File: config.mk
export PLATFORM = sky130hd
export DESIGN_NAME = scan_decoder_flat
export DESIGN_NICKNAME = d
export VERILOG_FILES = /design/src/rtl/scan_decoder_if.sv /design/src/rtl/scan_decoder.sv /design/src/flat_wrapper.sv
export SDC_FILE = /design/constraint.sdc
export NUM_CORES = 1
export LEC_CHECK = 0
export CAP_MARGIN = 20
export CORE_MARGIN = 2
export CORE_UTILIZATION = 40
export CTS_CLUSTER_DIAMETER = 120
export DETAILED_ROUTE_END_ITERATION = 8
export PLACE_DENSITY = 0.72
export SETUP_SLACK_MARGIN = 0.1
export SYNTH_ARGS = -nofsm -noshare
export SYNTH_HDL_FRONTEND = slang
export SYNTH_SLANG_ARGS = --single-unit
export TNS_END_PERCENT = 10
File: constraint.sdc
create_clock -name clk -period 1.8 [get_ports clk]
set_input_delay 0.27 -clock clk [delete_from_list [all_inputs] [get_ports clk]]
set_output_delay 0.27 -clock clk [all_outputs]
set_load 0.1 [all_outputs]
File: src/rtl/scan_decoder_if.sv
// Handshake-free select bus for scan_decoder: control inputs in, decoded outputs back.
interface scan_decoder_if #(
   parameter int N = 3
);
   logic             en;
   logic             mode;
   logic             dir;
   logic [N-1:0]     w;
   logic [2**N-1:0]  y;
   logic [N-1:0]     idx;
   logic             valid;
   logic             wrap;

   modport master (output en, mode, dir, w, input y, idx, valid, wrap);
   modport slave  (input en, mode, dir, w, output y, idx, valid, wrap);
endinterface

File: src/rtl/scan_decoder.sv
// Registered N-to-2^N one-hot decoder. DIRECT follows w with one cycle of
// latency; SCAN walks the active output through every position, holding each
// index DIV cycles and pulsing wrap when the index rolls over either end.
module scan_decoder #(
   parameter int N   = 3,
   parameter int DIV = 4
) (
   input logic          clk,
   input logic          rst,
   scan_decoder_if.slave bus
);
   localparam int W  = 2**N;
   localparam int PW = (DIV > 1) ? $clog2(DIV) : 1;

   typedef enum logic [1:0] {IDLE, DIRECT, SCAN} state_t;

   state_t          state, state_nxt;
   logic [N-1:0]    idx_q, idx_nxt;
   logic [W-1:0]    y_q, y_nxt;
   logic            valid_q, valid_nxt;
   logic            wrap_q, wrap_nxt;
   logic            step;

   // State register
   always_ff @(posedge clk or posedge rst) begin
      if (rst) state <= IDLE;
      else     state <= state_nxt;
   end

   // Next state from en/mode, and the index/valid/wrap that state will drive
   always_comb begin
      state_nxt = IDLE;
      idx_nxt   = '0;
      valid_nxt = 1'b0;
      wrap_nxt  = 1'b0;
      if (bus.en) state_nxt = bus.mode ? SCAN : DIRECT;
      case (state_nxt)
         DIRECT: begin
            idx_nxt   = bus.w;
            valid_nxt = 1'b1;
         end
         SCAN: begin
            valid_nxt = 1'b1;
            if (state != SCAN) begin
               // Entering SCAN always restarts from w
               idx_nxt = bus.w;
            end else if (step) begin
               if (bus.dir) begin
                  idx_nxt  = idx_q - N'(1);
                  wrap_nxt = (idx_q == '0);
               end else begin
                  idx_nxt  = idx_q + N'(1);
                  wrap_nxt = (idx_q == '1);
               end
            end else begin
               idx_nxt = idx_q;
            end
         end
         default: ;
      endcase
   end

   assign y_nxt = valid_nxt ? (W'(1) << idx_nxt) : '0;

   // Prescaler: counts hold cycles inside a running scan; absent when DIV == 1
   generate
      if (DIV > 1) begin : g_presc
         logic [PW-1:0] presc_q;

         // Cleared on any cycle that is not a continuing scan, or on a step
         always_ff @(posedge clk or posedge rst) begin
            if (rst)                                       presc_q <= '0;
            else if (state != SCAN || state_nxt != SCAN || step) presc_q <= '0;
            else                                           presc_q <= presc_q + PW'(1);
         end

         assign step = (presc_q == PW'(DIV - 1));
      end else begin : g_nopresc
         assign step = 1'b1;
      end
   endgenerate

   // Output registers
   always_ff @(posedge clk or posedge rst) begin
      if (rst) begin
         idx_q   <= '0;
         y_q     <= '0;
         valid_q <= 1'b0;
         wrap_q  <= 1'b0;
      end else begin
         idx_q   <= idx_nxt;
         y_q     <= y_nxt;
         valid_q <= valid_nxt;
         wrap_q  <= wrap_nxt;
      end
   end

   assign bus.y     = y_q;
   assign bus.idx   = idx_q;
   assign bus.valid = valid_q;
   assign bus.wrap  = wrap_q;
endmodule
File: src/flat_wrapper.sv
// flat-port wrapper written by rule: the top's interface ports become plain ports
module scan_decoder_flat 
#(
   parameter int N   = 3,
   parameter int DIV = 4
)
  (clk, rst, bus_en, bus_mode, bus_dir, bus_w, bus_y, bus_idx, bus_valid, bus_wrap);
  scan_decoder_if #(.N(N)) bus_i ();
  input logic clk;
  input logic rst;
  input wire logic [$bits(bus_i.en)-1:0] bus_en;
  input wire logic [$bits(bus_i.mode)-1:0] bus_mode;
  input wire logic [$bits(bus_i.dir)-1:0] bus_dir;
  input wire logic [$bits(bus_i.w)-1:0] bus_w;
  output wire logic [$bits(bus_i.y)-1:0] bus_y;
  output wire logic [$bits(bus_i.idx)-1:0] bus_idx;
  output wire logic [$bits(bus_i.valid)-1:0] bus_valid;
  output wire logic [$bits(bus_i.wrap)-1:0] bus_wrap;
  assign bus_i.en = bus_en;
  assign bus_i.mode = bus_mode;
  assign bus_i.dir = bus_dir;
  assign bus_i.w = bus_w;
  assign bus_y = bus_i.y;
  assign bus_idx = bus_i.idx;
  assign bus_valid = bus_i.valid;
  assign bus_wrap = bus_i.wrap;
  scan_decoder #(.N(N), .DIV(DIV)) u_core (.clk(clk), .rst(rst), .bus(bus_i));
endmodule
==> run summary, run 1 <==
status: finished, final reports clean
crit share post-route: 95.0%
die width: 46.0 um
cells after synthesis: 56
capturing point of the worst reg2reg path: u_core.bus.y[7]
Avg Cell Area, Syn: 12.6 um^2
most frequent cells in the layout: buf_4 (16), dfrtp_1 (15), nor3_2 (7), clkdlybuf4s50_1 (6)
worst-path fanout max: 5
CP endpoint kind: flip-flop
total track usage: 14.6%
total congestion overflow: 0
First DRT Iteration DRCs: 6
FMAX: 584 MHz
clk sink count: 17
post-synth cell types: 24
register area share after synthesis: 60.4%
Die Ht: 46.0 um
Post-Syn Area: 704 um^2
RSZ-0062 raised after global routing: true
final hold viol count: 0
pwr dens: 763 nW/um^2
Max Clock Skew: 0.00802 ns
DR vias: 508
flop2flop setup slack: 0.09 ns
CTS tree: done
Slew Limit Fails: 0
Initial Util: 41.7%
CP Launch Type: flip-flop
leakage: 0.503 nW
Max-cap violations: 0
RD Place Congestion: 0.722
Final setup viols: 0
Clk Latency, worst-skew pair: 0.28 ns
vias in the first global route: 502
H-tree depth: 1
antenna-violating nets left: 0
initial antenna violation count: 0
commonest non-fill, non-tap cell in the layout: buf_4
share of cells above drive strength 1: 45.2%
Clock Tree Buf Depth: 2
Worst R2R Path Depth: 5
Synth Net Count: 66
Die ar.: 2110 um^2
DP Worst Slack: -0.207 ns
vias per cell: 5.03
row count: 15
Pre-antenna DRT Iters: 4
drt drc: 0
Reg clk slew, reported paths: 0.10 ns
Peak supply drop: 0.430 mV
Slew @ Worst Pin: 0.456 ns
post-synthesis register bit count: 17
hold crit path type: in -> async
slew margin rel.: 69.6%
Worst Path Arrival: 1.91 ns
fin crit period: 1.71 ns
# IOs: 21
WHS: 0.278 ns
DR WL/cell: 13.7 um
Core ar.: 1690 um^2
setup repair bufs after CTS: 0
routed wire length: 1.38 mm
Hold Buf Count CTS: 0
CTS root buf: clkbuf_4
CTS buffer count: 3
CP Class: reg -> reg
YS warnings: 0
worst r2r src: u_core.bus.idx[1]
largest net degree at the start of global routing: 14
n_diodes: 0
net count reported at finish: 95
setup ws final: 0.0891 ns
post_cts resized: 0
first-pass GRT wire length: 2.14 mm
area grow syn2layout: 51.2%
CP Data Required Time: 2.00 ns
port buffer count: 20
hpwl dp: 1.09 mm
## report_power, final
group / switching, W / internal (W) / leakage, nW
combinational: 0.000140 / 0.0000703 / 0.261
sequential: 0.00000877 / 0.000397 / 0.225
clock: 0.000115 / 0.0000823 / 0.0177
## worst max-delay path by stage
stage,start,slack (ns),endpoint,cells after the start
floorplan,u_core.bus.idx[1],0.001,u_core.bus.y[2],6
global placement,bus_dir,-0.20,u_core.bus.y[2],7
detailed placement,bus_dir,-0.21,u_core.bus.y[4],7
CTS,u_core.bus.idx[1],0.08,u_core.bus.y[1],6
global route,u_core.bus.idx[1],-0.01,u_core.bus.y[1],6
finish,u_core.bus.idx[1],0.09,u_core.bus.y[7],5
## registers in the layout, summed over array words and instances (netlist names)
register                cells
u_core.bus.y                8
u_core.g_presc.presc_q      2
u_core.bus.wrap             1
u_core.bus.valid            1
u_core.state                2
u_core.bus.idx              3
## worst max-delay path, stage by stage, from the launching register on
cell and delay, ns:
dfrtp_4 0.50, fa_2 0.36, xor2_1 0.18, a211o_1 0.18
o2111ai_4 0.17, nor3_1 0.24
## cell type report
cell class | count | area (um^2)
Fill cell | 137 | 624
Sequential cell | 17 | 433
Multi-Input combinational cell | 31 | 295
Timing Repair Buffer | 27 | 264
Inverter | 5 | 23.8
Clock buffer | 3 | 22.5
Tap cell | 17 | 21.3
Clock inverter | 1 | 5.00
## stage by stage
step                power, W  util (%)  instances  TNS (ns)  cell area [um^2]
finish              0.000813      63.0        101         0              1060
floorplan           0.000544         -         56         0               746
CTS                 0.000813      61.1        101         0              1030
global placement    0.000615      59.5         97     -1.71              1000
detailed placement  0.000618      59.5         97     -1.79              1000
global route        0.000847      63.0        101   -0.0134              1060
## cell usage after synthesis
master / n / area share (%)
a41oi_1: 1 / 1.2
inv_4: 1 / 0.89
fa_1: 1 / 2.8
inv_1: 4 / 2.1
a211o_1: 1 / 1.2
and2_1: 1 / 0.89
clkbuf_2: 1 / 0.71
buf_6: 1 / 1.6
nor2b_1: 1 / 0.89
nand2b_1: 1 / 0.89
nor3b_1: 2 / 2.1
dfrtp_1: 17 / 60
clkbuf_1: 1 / 0.53
and3b_1: 1 / 1.2
nand3b_1: 2 / 2.1
o211ai_2: 1 / 1.8
o2111ai_2: 1 / 2.1
ha_1: 1 / 1.8
nor4_1: 1 / 0.89
mux2i_1: 2 / 2.8
xor2_1: 2 / 2.5
nor3_1: 9 / 6.4
nand4_1: 1 / 0.89
nand2_1: 2 / 1.1
## routing by layer
layer	track usage [%]	part of all wire [%]	up-vias
met5	0	0	-
met4	6.86	1.4	0
met3	2.38	2.9	2
met2	23.6	49	11
met1	18.8	47	248
li1	-	-	247
## cells by family after synthesis
family	synth area share, %
compound gates	6.39
simple gates	17.4
fa+ha+maj	4.62
mux	2.84
xor+xnor	2.49
buf+inv	5.86
flops	60.4
Note: power is estimated with default switching activity, not from simulation.
==> inputs of run 2 (changes only) <==
Settings changed: CELL_PAD_IN_SITES_DETAIL_PLACEMENT from default to 1, CELL_PAD_IN_SITES_GLOBAL_PLACEMENT from default to 1, CORE_UTILIZATION 40 to 31, CTS_CLUSTER_DIAMETER 120 to 100, PLACE_DENSITY 0.72 to default, PLACE_DENSITY_LB_ADDON from default to 0.1.
==> run 2 against run 1 <==
Compared with the run above: die area up 26%; combinational power up 2%; critical path type unchanged; largest cell class unchanged; sequential cell count unchanged; clock skew up 0.0045 ns; sequential share of layout area down 0.43 points; utilization down 13 points; design area up 1.1%; critical path depth up 1; worst hold slack worse by 0.016 ns.
==> run summary, run 2 (same netlist as run 1, synthesis figures left out) <==
status: finished, final reports clean
# IOs: 21
final hold viol count: 0
Reg clk slew, reported paths: 0.11 ns
clk sink count: 17
RSZ-0062 raised after global routing: true
worst-path fanout max: 5
largest net degree at the start of global routing: 13
Largest register FFs: 8
n_diodes: 0
CP Class: reg -> reg
Largest delay share family, worst path: adder cells
initial antenna violation count: 0
Die Ht: 51.7 um
antenna-violating nets left: 0
CP Data Required Time: 2.02 ns
total congestion overflow: 0
worst r2r src: u_core.bus.idx[1]
first-pass GRT wire length: 2.46 mm
Worst path max stage delay: 0.53 ns
H-tree depth: 1
Final setup viols: 0
CTS tree: done
Max-cap violations: 0
Slew Limit Fails: 0
DR vias: 515
CTS buffer count: 3
Clk Latency, worst-skew pair: 0.29 ns
hold crit path type: in -> async
First DRT Iteration DRCs: 0
Slew @ Worst Pin: 0.444 ns
total track usage: 12.9%
Pre-antenna DRT Iters: 1
placed inst area: 1000 um^2
slew margin rel.: 70.4%
crit-path cells: fa_2, mux2i_1, nand2_1, o211ai_4, buf_6, nor3_2
drt drc: 0
Core ar.: 2170 um^2
crit share post-route: 96.7%
most frequent cells in the layout: buf_4 (15), dfrtp_1 (15), clkdlybuf4s50_1 (7), nor3_2 (4), nor3_1 (4)
CP endpoint kind: flip-flop
Max Clock Skew: 0.0125 ns
Clock Tree Buf Depth: 2
fin crit period: 1.74 ns
FMAX: 575 MHz
Peak supply drop: 0.374 mV
Pwr Total: 0.000829 W
vias in the first global route: 511
port buffer count: 20
WP buf/inv: 1
post-route setup TNS: 0 ns
row count: 17
CP Launch Point: u_core.bus.idx[1]
hpwl dp: 1.19 mm
vias per cell: 4.60
share of cells above drive strength 1: 42.9%
routed wire length: 1.60 mm
DR WL/cell: 14.3 um
DP Cell Count: 106
pwr dens: 770 nW/um^2
leakage: 0.495 nW
final non-filler cell total: 112
net count reported at finish: 95
Hold Buf Count CTS: 0
die width: 51.7 um
CP max-delay cell: fa_2
area grow syn2layout: 52.8%
Die ar.: 2670 um^2
RD Place Congestion: 0.685
CTS root buf: clkbuf_4
Initial Util: 32.5%
CP Launch Type: flip-flop
Final Cell Area: 1080 um^2
Worst Path Arrival: 1.96 ns
[run 2: path summary, 6_finish.rpt]
path / endpoint / depth (start not counted) / slack (ns)
max: u_core.bus.y[3] / 6 / 0.06
min: u_core.bus.y[6] / 2 / 0.26
max reg2reg: u_core.bus.y[3] / 6 / 0.06
min reg2reg: u_core.g_presc.presc_q[0] / 1 / 0.45
max in group asynchronous: u_core.g_presc.presc_q[1] / 3 / 1.07
min in group clk: u_core.g_presc.presc_q[0] / 1 / 0.45
[run 2: cell type report]
| type | instances | area (um^2) |
|---|---|---|
| Clock inverter | 1 | 5.00 |
| Tap cell | 28 | 35.0 |
| Inverter | 5 | 23.8 |
| Timing Repair Buffer | 27 | 265 |
| Fill cell | 242 | 1090 |
| Clock buffer | 3 | 22.5 |
| Multi-Input combinational cell | 31 | 292 |
| Sequential cell | 17 | 433 |
[run 2: stage by stage]
step | hold slack, ns | setup WS [ns] | util, %
after floorplan | 0.196 | 0.00136 | -
after global placement | 0.430 | -0.214 | 46.3
after detailed placement | 0.436 | -0.233 | 46.3
after CTS | 0.279 | 0.0554 | 47.8
after global routing | 0.314 | -0.00872 | 49.6
final | 0.263 | 0.0596 | 49.6
[run 2: power breakdown]
group          total [W]  switching, W  internal [W]
clock           0.000209      0.000126     0.0000824
combinational   0.000215      0.000142     0.0000729
sequential      0.000406    0.00000867      0.000397
[run 2: per-layer routing]
| layer | track usage, % | part of all wire, % |
|---|---|---|
| met5 | 0 | 0 |
| met3 | 4.31 | 4.1 |
| met2 | 21.8 | 54 |
| met4 | 5.26 | 1.0 |
| met1 | 15.0 | 41 |
[run 2: what timing repair did]
action                                  CTS  global route
endpoints found under the setup margin    7             8
buffers inserted                          0             2
gates resized for setup                   1             5
